`src/rtl/flash_ctrl_pkg.sv`:
```
// Shared definitions for the SPI flash read controller: FSM encoding,
// flash opcodes and the address-byte helper.
package flash_ctrl_pkg;

    typedef enum logic [2:0] {
        ST_IDLE = 3'd0,
        ST_CMD  = 3'd1,
        ST_ADDR = 3'd2,
        ST_DATA = 3'd3,
        ST_DONE = 3'd4,
        ST_GAP  = 3'd5
    } state_e;

    localparam logic [7:0] SPI_READ_CMD = 8'h03;
    localparam logic [7:0] SPI_READ_FST = 8'h0B;
    localparam int         ADDR_BYTES   = 3;

    // Address bytes go out most significant first.
    function automatic logic [7:0] addr_byte(input logic [23:0] addr, input logic [2:0] idx);
        case (idx)
            3'd0:    addr_byte = addr[23:16];
            3'd1:    addr_byte = addr[15:8];
            default: addr_byte = addr[7:0];
        endcase
    endfunction

endpackage

```
`src/rtl/spi_flash_read_arb_if.sv`:
```
// Requester and SPI byte-engine signals of the flash read arbiter.
// Handshakes: reqN_valid is held with reqN_addr until a one-cycle reqN_ready
// pulse accepts it; respN_valid, spi_tx_dv and spi_rx_dv are one-cycle pulses
// that qualify their data in that same cycle; spi_tx_dv is only issued while
// spi_tx_ready is high and no earlier byte still awaits its spi_rx_dv.
interface spi_flash_read_arb_if;
    logic        req0_valid;
    logic [23:0] req0_addr;
    logic        req0_ready;
    logic        resp0_valid;
    logic [31:0] resp0_data;
    logic        req1_valid;
    logic [23:0] req1_addr;
    logic        req1_ready;
    logic        resp1_valid;
    logic [31:0] resp1_data;
    logic [7:0]  spi_tx_byte;
    logic        spi_tx_dv;
    logic        spi_tx_ready;
    logic        spi_rx_dv;
    logic [7:0]  spi_rx_byte;
    logic        cs_n;
    logic        busy;

    modport slave (
        input  req0_valid, req0_addr, req1_valid, req1_addr,
        input  spi_tx_ready, spi_rx_dv, spi_rx_byte,
        output req0_ready, resp0_valid, resp0_data,
        output req1_ready, resp1_valid, resp1_data,
        output spi_tx_byte, spi_tx_dv, cs_n, busy
    );

    modport master (
        output req0_valid, req0_addr, req1_valid, req1_addr,
        output spi_tx_ready, spi_rx_dv, spi_rx_byte,
        input  req0_ready, resp0_valid, resp0_data,
        input  req1_ready, resp1_valid, resp1_data,
        input  spi_tx_byte, spi_tx_dv, cs_n, busy
    );
endinterface

```
`src/rtl/rr_arb2.sv`:
```
// Two-way round-robin grant. On a tie the port not served last wins; the
// last-served register resets to port 1 so port 0 wins the first tie.
module rr_arb2 (
    input  logic       clk,
    input  logic       rst,
    input  logic [1:0] req_i,
    input  logic       take_i,
    output logic       grant_o,
    output logic       any_o
);
    logic last_q;
    logic last_d;

    // Grant selection and last-served update on an accepted grant.
    always_comb begin
        if (req_i == 2'b11) begin
            grant_o = ~last_q;
        end else begin
            grant_o = req_i[1];
        end
        any_o  = |req_i;
        last_d = take_i ? grant_o : last_q;
    end

    // Last-served register.
    always_ff @(posedge clk or posedge rst) begin
        if (rst) begin
            last_q <= 1'b1;
        end else begin
            last_q <= last_d;
        end
    end
endmodule

```
`src/rtl/spi_flash_read_arb.sv`:
```
// Arbitrates two read requesters onto one SPI flash: issues the read opcode,
// three address bytes and dummy bytes one at a time to a byte engine, and
// assembles the returned data little-endian into a 32-bit response.
module spi_flash_read_arb
    import flash_ctrl_pkg::*;
#(
    parameter logic [7:0] CMD_BYTE   = SPI_READ_CMD,
    parameter int         DATA_BYTES = 4,
    parameter int         CS_IDLE    = 2
) (
    input  logic                 clk,
    input  logic                 rst,
    spi_flash_read_arb_if.slave  bus,
    output state_e               state_o
);
    localparam logic [2:0] ADDR_LAST = 3'(ADDR_BYTES - 1);
    localparam logic [2:0] DATA_LAST = 3'(DATA_BYTES - 1);
    localparam logic [2:0] GAP_LAST  = 3'(CS_IDLE - 1);

    state_e      state_q;
    logic        port_q;
    logic [23:0] addr_q;
    logic [2:0]  cnt_q;
    logic [2:0]  gap_q;
    logic        pend_q;
    logic [31:0] word_q;
    logic        cs_n_q;
    logic        tx_dv_q;
    logic [7:0]  tx_byte_q;
    logic [1:0]  ready_q;
    logic [1:0]  resp_valid_q;
    logic [31:0] resp0_data_q;
    logic [31:0] resp1_data_q;

    logic        arb_grant;
    logic        arb_any;
    logic        arb_take;
    logic [7:0]  byte_d;
    logic [2:0]  last_cnt;
    logic [31:0] word_d;

    assign arb_take = (state_q == ST_IDLE) && arb_any;

    rr_arb2 u_arb (
        .clk     (clk),
        .rst     (rst),
        .req_i   ({bus.req1_valid, bus.req0_valid}),
        .take_i  (arb_take),
        .grant_o (arb_grant),
        .any_o   (arb_any)
    );

    // Byte to send in the current phase, last count of the phase, and the
    // data word with the incoming byte merged at the current data position.
    always_comb begin
        byte_d   = 8'h00;
        last_cnt = 3'd0;
        word_d   = word_q;
        word_d[{cnt_q[1:0], 3'b000} +: 8] = bus.spi_rx_byte;
        case (state_q)
            ST_CMD:  byte_d = CMD_BYTE;
            ST_ADDR: begin
                byte_d   = addr_byte(addr_q, cnt_q);
                last_cnt = ADDR_LAST;
            end
            ST_DATA: last_cnt = DATA_LAST;
            default: ;
        endcase
    end

    // Transaction FSM with all outputs registered; pulses default low.
    always_ff @(posedge clk or posedge rst) begin
        if (rst) begin
            state_q      <= ST_IDLE;
            port_q       <= 1'b0;
            addr_q       <= 24'h000000;
            cnt_q        <= 3'd0;
            gap_q        <= 3'd0;
            pend_q       <= 1'b0;
            word_q       <= 32'h0;
            cs_n_q       <= 1'b1;
            tx_dv_q      <= 1'b0;
            tx_byte_q    <= 8'h00;
            ready_q      <= 2'b00;
            resp_valid_q <= 2'b00;
            resp0_data_q <= 32'h0;
            resp1_data_q <= 32'h0;
        end else begin
            tx_dv_q      <= 1'b0;
            tx_byte_q    <= 8'h00;
            ready_q      <= 2'b00;
            resp_valid_q <= 2'b00;
            case (state_q)
                ST_IDLE: begin
                    if (arb_any) begin
                        port_q            <= arb_grant;
                        ready_q[arb_grant] <= 1'b1;
                        addr_q            <= arb_grant ? bus.req1_addr : bus.req0_addr;
                        cnt_q             <= 3'd0;
                        pend_q            <= 1'b0;
                        word_q            <= 32'h0;
                        cs_n_q            <= 1'b0;
                        state_q           <= ST_CMD;
                    end
                end
                ST_CMD, ST_ADDR, ST_DATA: begin
                    if (!pend_q && bus.spi_tx_ready) begin
                        tx_dv_q   <= 1'b1;
                        tx_byte_q <= byte_d;
                        pend_q    <= 1'b1;
                    end else if (pend_q && bus.spi_rx_dv) begin
                        pend_q <= 1'b0;
                        if (state_q == ST_DATA) begin
                            word_q <= word_d;
                        end
                        if (cnt_q == last_cnt) begin
                            cnt_q <= 3'd0;
                            if (state_q == ST_CMD) begin
                                state_q <= ST_ADDR;
                            end else if (state_q == ST_ADDR) begin
                                state_q <= ST_DATA;
                            end else begin
                                state_q              <= ST_DONE;
                                cs_n_q               <= 1'b1;
                                resp_valid_q[port_q] <= 1'b1;
                                if (port_q) begin
                                    resp1_data_q <= word_d;
                                end else begin
                                    resp0_data_q <= word_d;
                                end
                            end
                        end else begin
                            cnt_q <= cnt_q + 3'd1;
                        end
                    end
                end
                ST_DONE: begin
                    gap_q   <= 3'd0;
                    state_q <= ST_GAP;
                end
                ST_GAP: begin
                    if (gap_q == GAP_LAST) begin
                        gap_q   <= 3'd0;
                        state_q <= ST_IDLE;
                    end else begin
                        gap_q <= gap_q + 3'd1;
                    end
                end
                default: state_q <= ST_IDLE;
            endcase
        end
    end

    assign bus.req0_ready  = ready_q[0];
    assign bus.req1_ready  = ready_q[1];
    assign bus.resp0_valid = resp_valid_q[0];
    assign bus.resp1_valid = resp_valid_q[1];
    assign bus.resp0_data  = resp0_data_q;
    assign bus.resp1_data  = resp1_data_q;
    assign bus.spi_tx_dv   = tx_dv_q;
    assign bus.spi_tx_byte = tx_byte_q;
    assign bus.cs_n        = cs_n_q;
    assign bus.busy        = (state_q != ST_IDLE);
    assign state_o         = state_q;
endmodule

```
`src/flat_wrapper.sv`:
```
// flat-port wrapper written by rule: the top's interface ports become plain ports
module spi_flash_read_arb_flat import flash_ctrl_pkg::*;
#(
    parameter logic [7:0] CMD_BYTE   = SPI_READ_CMD,
    parameter int         DATA_BYTES = 4,
    parameter int         CS_IDLE    = 2
)
  (clk, rst, state_o, bus_req0_valid, bus_req0_addr, bus_req1_valid, bus_req1_addr, bus_spi_tx_ready, bus_spi_rx_dv, bus_spi_rx_byte, bus_req0_ready, bus_resp0_valid, bus_resp0_data, bus_req1_ready, bus_resp1_valid, bus_resp1_data, bus_spi_tx_byte, bus_spi_tx_dv, bus_cs_n, bus_busy);
  spi_flash_read_arb_if bus_i ();
  input  logic clk;
  input  logic rst;
  output state_e state_o;
  input wire logic [$bits(bus_i.req0_valid)-1:0] bus_req0_valid;
  input wire logic [$bits(bus_i.req0_addr)-1:0] bus_req0_addr;
  input wire logic [$bits(bus_i.req1_valid)-1:0] bus_req1_valid;
  input wire logic [$bits(bus_i.req1_addr)-1:0] bus_req1_addr;
  input wire logic [$bits(bus_i.spi_tx_ready)-1:0] bus_spi_tx_ready;
  input wire logic [$bits(bus_i.spi_rx_dv)-1:0] bus_spi_rx_dv;
  input wire logic [$bits(bus_i.spi_rx_byte)-1:0] bus_spi_rx_byte;
  output wire logic [$bits(bus_i.req0_ready)-1:0] bus_req0_ready;
  output wire logic [$bits(bus_i.resp0_valid)-1:0] bus_resp0_valid;
  output wire logic [$bits(bus_i.resp0_data)-1:0] bus_resp0_data;
  output wire logic [$bits(bus_i.req1_ready)-1:0] bus_req1_ready;
  output wire logic [$bits(bus_i.resp1_valid)-1:0] bus_resp1_valid;
  output wire logic [$bits(bus_i.resp1_data)-1:0] bus_resp1_data;
  output wire logic [$bits(bus_i.spi_tx_byte)-1:0] bus_spi_tx_byte;
  output wire logic [$bits(bus_i.spi_tx_dv)-1:0] bus_spi_tx_dv;
  output wire logic [$bits(bus_i.cs_n)-1:0] bus_cs_n;
  output wire logic [$bits(bus_i.busy)-1:0] bus_busy;
  assign bus_i.req0_valid = bus_req0_valid;
  assign bus_i.req0_addr = bus_req0_addr;
  assign bus_i.req1_valid = bus_req1_valid;
  assign bus_i.req1_addr = bus_req1_addr;
  assign bus_i.spi_tx_ready = bus_spi_tx_ready;
  assign bus_i.spi_rx_dv = bus_spi_rx_dv;
  assign bus_i.spi_rx_byte = bus_spi_rx_byte;
  assign bus_req0_ready = bus_i.req0_ready;
  assign bus_resp0_valid = bus_i.resp0_valid;
  assign bus_resp0_data = bus_i.resp0_data;
  assign bus_req1_ready = bus_i.req1_ready;
  assign bus_resp1_valid = bus_i.resp1_valid;
  assign bus_resp1_data = bus_i.resp1_data;
  assign bus_spi_tx_byte = bus_i.spi_tx_byte;
  assign bus_spi_tx_dv = bus_i.spi_tx_dv;
  assign bus_cs_n = bus_i.cs_n;
  assign bus_busy = bus_i.busy;
  spi_flash_read_arb #(.CMD_BYTE(CMD_BYTE), .DATA_BYTES(DATA_BYTES), .CS_IDLE(CS_IDLE)) u_core (.clk(clk), .rst(rst), .bus(bus_i), .state_o(state_o));
endmodule
```
`config.mk`:
```
export PLATFORM = sky130hd
export DESIGN_NAME = spi_flash_read_arb_flat
export DESIGN_NICKNAME = d
export VERILOG_FILES = /design/src/rtl/flash_ctrl_pkg.sv /design/src/rtl/spi_flash_read_arb_if.sv /design/src/rtl/rr_arb2.sv /design/src/rtl/spi_flash_read_arb.sv /design/src/flat_wrapper.sv
export SDC_FILE = /design/constraint.sdc
export NUM_CORES = 1
export LEC_CHECK = 0
export ABC_CLOCK_PERIOD_IN_PS = 13050
export CAP_MARGIN = 20
export CORE_MARGIN = 1
export CORE_UTILIZATION = 50
export DETAILED_ROUTE_END_ITERATION = 12
export PLACE_DENSITY = 0.79
export SETUP_SLACK_MARGIN = 0.4
export SYNTH_ARGS = -nofsm -noshare
export SYNTH_HDL_FRONTEND = slang
export SYNTH_SLANG_ARGS = --single-unit
```
`constraint.sdc`:
```
create_clock -name clk -period 13.05 [get_ports clk]
set_clock_uncertainty 0.15 [all_clocks]
set_input_delay 2.61 -clock clk [delete_from_list [all_inputs] [get_ports clk]]
set_output_delay 2.61 -clock clk [all_outputs]
set_load 0.01 [all_outputs]
```
==> flow_results.xml <==
<?xml version="1.0" encoding="UTF-8"?>
<metrics>
  <group name="cts">
    <metric name="max-clock-path-buffers" unit="">2</metric>
    <metric name="cts.reportedPaths.clkPinSlew" unit="ps">60</metric>
    <metric name="cts_tree" unit="">done</metric>
    <metric name="cts_root_buf" unit="">clkbuf_16</metric>
    <metric name="clock_tree.htree_level_count" unit="">4</metric>
    <metric name="cts_inserted_buffers" unit="">17</metric>
    <metric name="postCtsResizedCells" unit="">0</metric>
    <metric name="clk-insertion-delay-late" unit="ps">420</metric>
    <metric name="cts.repair_timing.setup_buffer_count" unit="">0</metric>
    <metric name="cts.hold.buffers_added" unit="">0</metric>
    <metric name="clkSinkCount" unit="">146</metric>
  </group>
  <group name="die">
    <metric name="start_util" unit="%">51.5</metric>
    <metric name="core-area" unit="mm^2">0.0127</metric>
    <metric name="die_area" unit="mm^2">0.0135</metric>
    <metric name="die_h" unit="um">116</metric>
    <metric name="die_w" unit="um">116</metric>
    <metric name="floorplan.io_pins" unit="">144</metric>
    <metric name="fp-row-count" unit="">41</metric>
  </group>
  <group name="critical_path">
    <metric name="setup.worst_path.class" unit="">in2reg</metric>
    <metric name="crit_path_capture_type" unit="">register</metric>
    <metric name="worstSetupStartpointType" unit="">input pin</metric>
    <metric name="worstPathArrival" unit="ps">5120</metric>
    <metric name="crit_path_max_fanout" unit="">17</metric>
    <metric name="critical_path_required" unit="ps">13200</metric>
    <metric name="regToRegSetupSlack" unit="ps">9930</metric>
  </group>
  <group name="synth">
    <metric name="synth_compound_gate_area_share" unit="%">17.0</metric>
    <metric name="synth_cell_type_count" unit="">50</metric>
    <metric name="post_synth_mux_area_share" unit="%">13.0</metric>
    <metric name="combinational_family_with_the_most_area_after_synthesis" unit="">compound AO/OA/AOI/OAI gates</metric>
    <metric name="synth-warning-count" unit="">0</metric>
    <metric name="synth_simple_gate_area_share" unit="%">6.98</metric>
    <metric name="synth_flop_cell" unit="">dfrtp_1</metric>
    <metric name="synthesized_area_fraction_occupied_by_adder_cells" unit="%">0.958</metric>
    <metric name="synth.yosys.seq_area_share" unit="%">56.0</metric>
    <metric name="syn_inst" unit="">535</metric>
    <metric name="post-synth-top-area-fraction" unit="%">55.2</metric>
    <metric name="yosys-top-cells-area" unit="">dfrtp_1 (55%), mux2_4 (6.7%), mux2_2 (6.2%), a22o_1 (4.8%), a222oi_1 (3.7%)</metric>
    <metric name="post-synth-top-area-cell" unit="">dfrtp_1</metric>
    <metric name="syn_nets" unit="">602</metric>
    <metric name="syn_area" unit="mm^2">0.00653</metric>
    <metric name="synth-seq-cells" unit="">146</metric>
    <metric name="asyncSetResetFlopFracSynth" unit="%">100</metric>
    <metric name="synth_enable_flop_cells" unit="">0</metric>
    <metric name="syn_area_per_cell" unit="um^2">12.2</metric>
    <metric name="synth_xor_area_share" unit="%">0.268</metric>
  </group>
  <group name="sta">
    <metric name="holdWs" unit="ps">353</metric>
    <metric name="fin_setup_tns" unit="ps">0</metric>
    <metric name="maxSlewViolCount" unit="">0</metric>
    <metric name="setup-violations-final" unit="">0</metric>
    <metric name="period_needed" unit="ps">4970</metric>
    <metric name="slew_headroom" unit="%">27.1</metric>
    <metric name="setup_repair_after_global_routing_missed_its_margin" unit="">no</metric>
    <metric name="worst-slew-pin-transition" unit="ps">1090</metric>
    <metric name="achievable-frequency" unit="MHz">201</metric>
    <metric name="hold_viol" unit="">0</metric>
    <metric name="period_share" unit="%">38.1</metric>
  </group>
  <group name="power_and_ir_drop">
    <metric name="ir_worst_vdd" unit="V">0.000119</metric>
    <metric name="clock_power_share" unit="%">33.0</metric>
    <metric name="seqPwrFrac" unit="%">37.4</metric>
    <metric name="power.density_cell_area" unit="mW/mm^2">187</metric>
    <metric name="p_switching" unit="uW">531</metric>
    <metric name="power.share.switching" unit="%">32.6</metric>
    <metric name="power_report.internal_total" unit="uW">1100</metric>
    <metric name="cellLeakagePower" unit="uW">0.00401</metric>
    <metric name="power_frac_comb" unit="%">29.6</metric>
  </group>
  <group name="layout">
    <metric name="mostFrequentLayoutCells" unit="">dfrtp_1 (144), clkdlybuf4s50_1 (143), inv_1 (41)</metric>
    <metric name="antenna_cells_inserted" unit="">0</metric>
    <metric name="seqCellArea" unit="mm^2">0.00366</metric>
    <metric name="post_route_cells_drive_above_1_share" unit="%">16.1</metric>
    <metric name="multi_input_comb_area" unit="mm^2">0.00251</metric>
    <metric name="area_growth" unit="%">33.3</metric>
    <metric name="instances_no_fill" unit="">844</metric>
    <metric name="layout_commonest_cell" unit="">dfrtp_1</metric>
    <metric name="finish.net_count" unit="">726</metric>
    <metric name="layout.filler_cells" unit="">919</metric>
  </group>
  <group name="placement">
    <metric name="number_of_port_buffers" unit="">143</metric>
    <metric name="placedCellCount" unit="">810</metric>
    <metric name="dp_hpwl" unit="um">10700</metric>
    <metric name="routabilityCongestion" unit="">0.819</metric>
  </group>
  <group name="outcome">
    <metric name="run_status" unit="">complete, no violations</metric>
  </group>
  <group name="route">
    <metric name="initialDrtViolationCount" unit="">388</metric>
    <metric name="routed-via-count" unit="">4861</metric>
    <metric name="detail_route.drc_violations" unit="">0</metric>
    <metric name="detail_route.wl_per_cell" unit="um">18.4</metric>
    <metric name="vias_per_cell" unit="">5.76</metric>
    <metric name="detail_route.wirelength" unit="um">15600</metric>
    <metric name="detailedRoute.firstPassIterationCount" unit="">8</metric>
    <metric name="antenna_violating_nets_post_route" unit="">0</metric>
  </group>
  <group name="global_routing">
    <metric name="grtUsageTotal" unit="%">23.7</metric>
    <metric name="largest_net_degree_at_the_start_of_global_routing" unit="">87</metric>
    <metric name="grt_pass1_wl" unit="um">24300</metric>
    <metric name="grt_pass1_vias" unit="">4781</metric>
    <metric name="total_congestion_overflow" unit="">0</metric>
    <metric name="grt_antenna_before_repair" unit="">0</metric>
  </group>
  <group name="min_path">
    <metric name="hold_class" unit="">reg2reg</metric>
  </group>
  <group name="job">
    <metric name="drv.max_cap_violation_count" unit="">0</metric>
  </group>
</metrics>
critical path, stage by stage:
cell and delay, ps:
clkdlybuf4s50_1 490, nand2_1 110, or2_0 460, nor4_4 540, buf_6 250, buf_4 270
mux2_2 370
power by group through the flow:
stage                     logic, uW  registers [uW]  clock network [uW]
after floorplan                 338             588                   0
after global placement          458             612                   0
after detailed placement        475             614                   0
after CTS                       480             608                 544
after global routing            529             618                 564
final                           482             609                 538
area by class of cell:
cell class | count | area share [%]
well taps | 172 | 2.47
multi-input cells | 302 | 28.8
clock inverters | 9 | 2.01
flip-flops and latches | 146 | 42.0
repair buffers | 147 | 17.1
clock buffers | 23 | 5.61
inverters | 45 | 2.00
stage by stage:
stage	instance area [um^2]	worst slack, ps	power, uW	utilization [%]
2_1_floorplan	6530	6370	926	-
3_3_place_gp	8000	7450	1070	63.1
3_5_place_dp	8000	7340	1090	63.1
4_1_cts	8660	7750	1630	68.4
5_1_grt	8700	7970	1710	68.7
6_report	8700	8080	1630	68.7
layer usage:
layer	vias up	track usage, %	part of all wire (%)
met5	-	0	0
met4	0	7.95	1.5
met3	23	6.12	7.1
met2	182	39.1	49
met1	2445	30.7	42
li1	2211	-	-
cell families (layout without fill, tap and decap cells):
| kind of cell | count (synthesis) | after routing |
|---|---|---|
| XOR/XNOR | 2 | 2 |
| multiplexers | 66 | 66 |
| buffers and inverters | 87 | 224 |
| AND/OR/NAND/NOR | 91 | 91 |
| adder cells (fa/ha/maj) | 5 | 5 |
| AO/OA/AOI/OAI | 138 | 138 |
| flip-flops | 146 | 146 |
synthesized netlist by cell type (all sizes together) (2+ instances only):
cell and number:
nor3 7, a222oi 24, buf 21, o2bb2ai 25, mux2 65, ha 5, a22o 36, nand3b 3
o21ai 18, nand3 9, nand2b 3, dfrtp 144, dfstp 2, nand4 3, nor2 11, or3 3
inv 42, o311ai 2, a21o 5, clkbuf 21, o22ai 2, nor2b 4, a21oi 10, nand2 37
and3 4, clkinv 3, a22oi 9, or2 2
registers in the layout (all words and copies together), names as in the netlist:
register,count
u_core.pend_q,1
u_core.addr_q,24
u_core.resp_valid_q,2
u_core.bus.spi_tx_dv,1
u_core.bus.resp0_data,32
u_core.state_o,3
u_core.gap_q,3
u_core.ready_q,2
u_core.port_q,1
u_core.u_arb.last_q,1
u_core.bus.spi_tx_byte,8
u_core.bus.resp1_data,32
u_core.bus.cs_n,1
u_core.cnt_q,3
u_core.word_q,32
path summary, 6_finish.rpt:
path / from / end / cells after the start
hold reg to reg: u_core.word_q[5]$_DFFE_PP0P_ / u_core.word_q[5]$_DFFE_PP0P_ / 1
min in group asynchronous: rst / u_core.bus.resp1_data[29]$_DFFE_PP0P_ / 2
max in group asynchronous: rst / u_core.bus.resp1_data[14]$_DFFE_PP0P_ / 4
hold / removal: u_core.word_q[5]$_DFFE_PP0P_ / u_core.word_q[5]$_DFFE_PP0P_ / 1
setup / recovery: bus_spi_rx_dv / u_core.bus.resp0_data[6]$_DFFE_PP0P_ / 7
setup reg to reg: u_core.state_o[0]$_DFFE_PP0P_ / u_core.bus.resp0_data[6]$_DFFE_PP0P_ / 6
No activity file was read; power rests on OpenSTA's default activity.
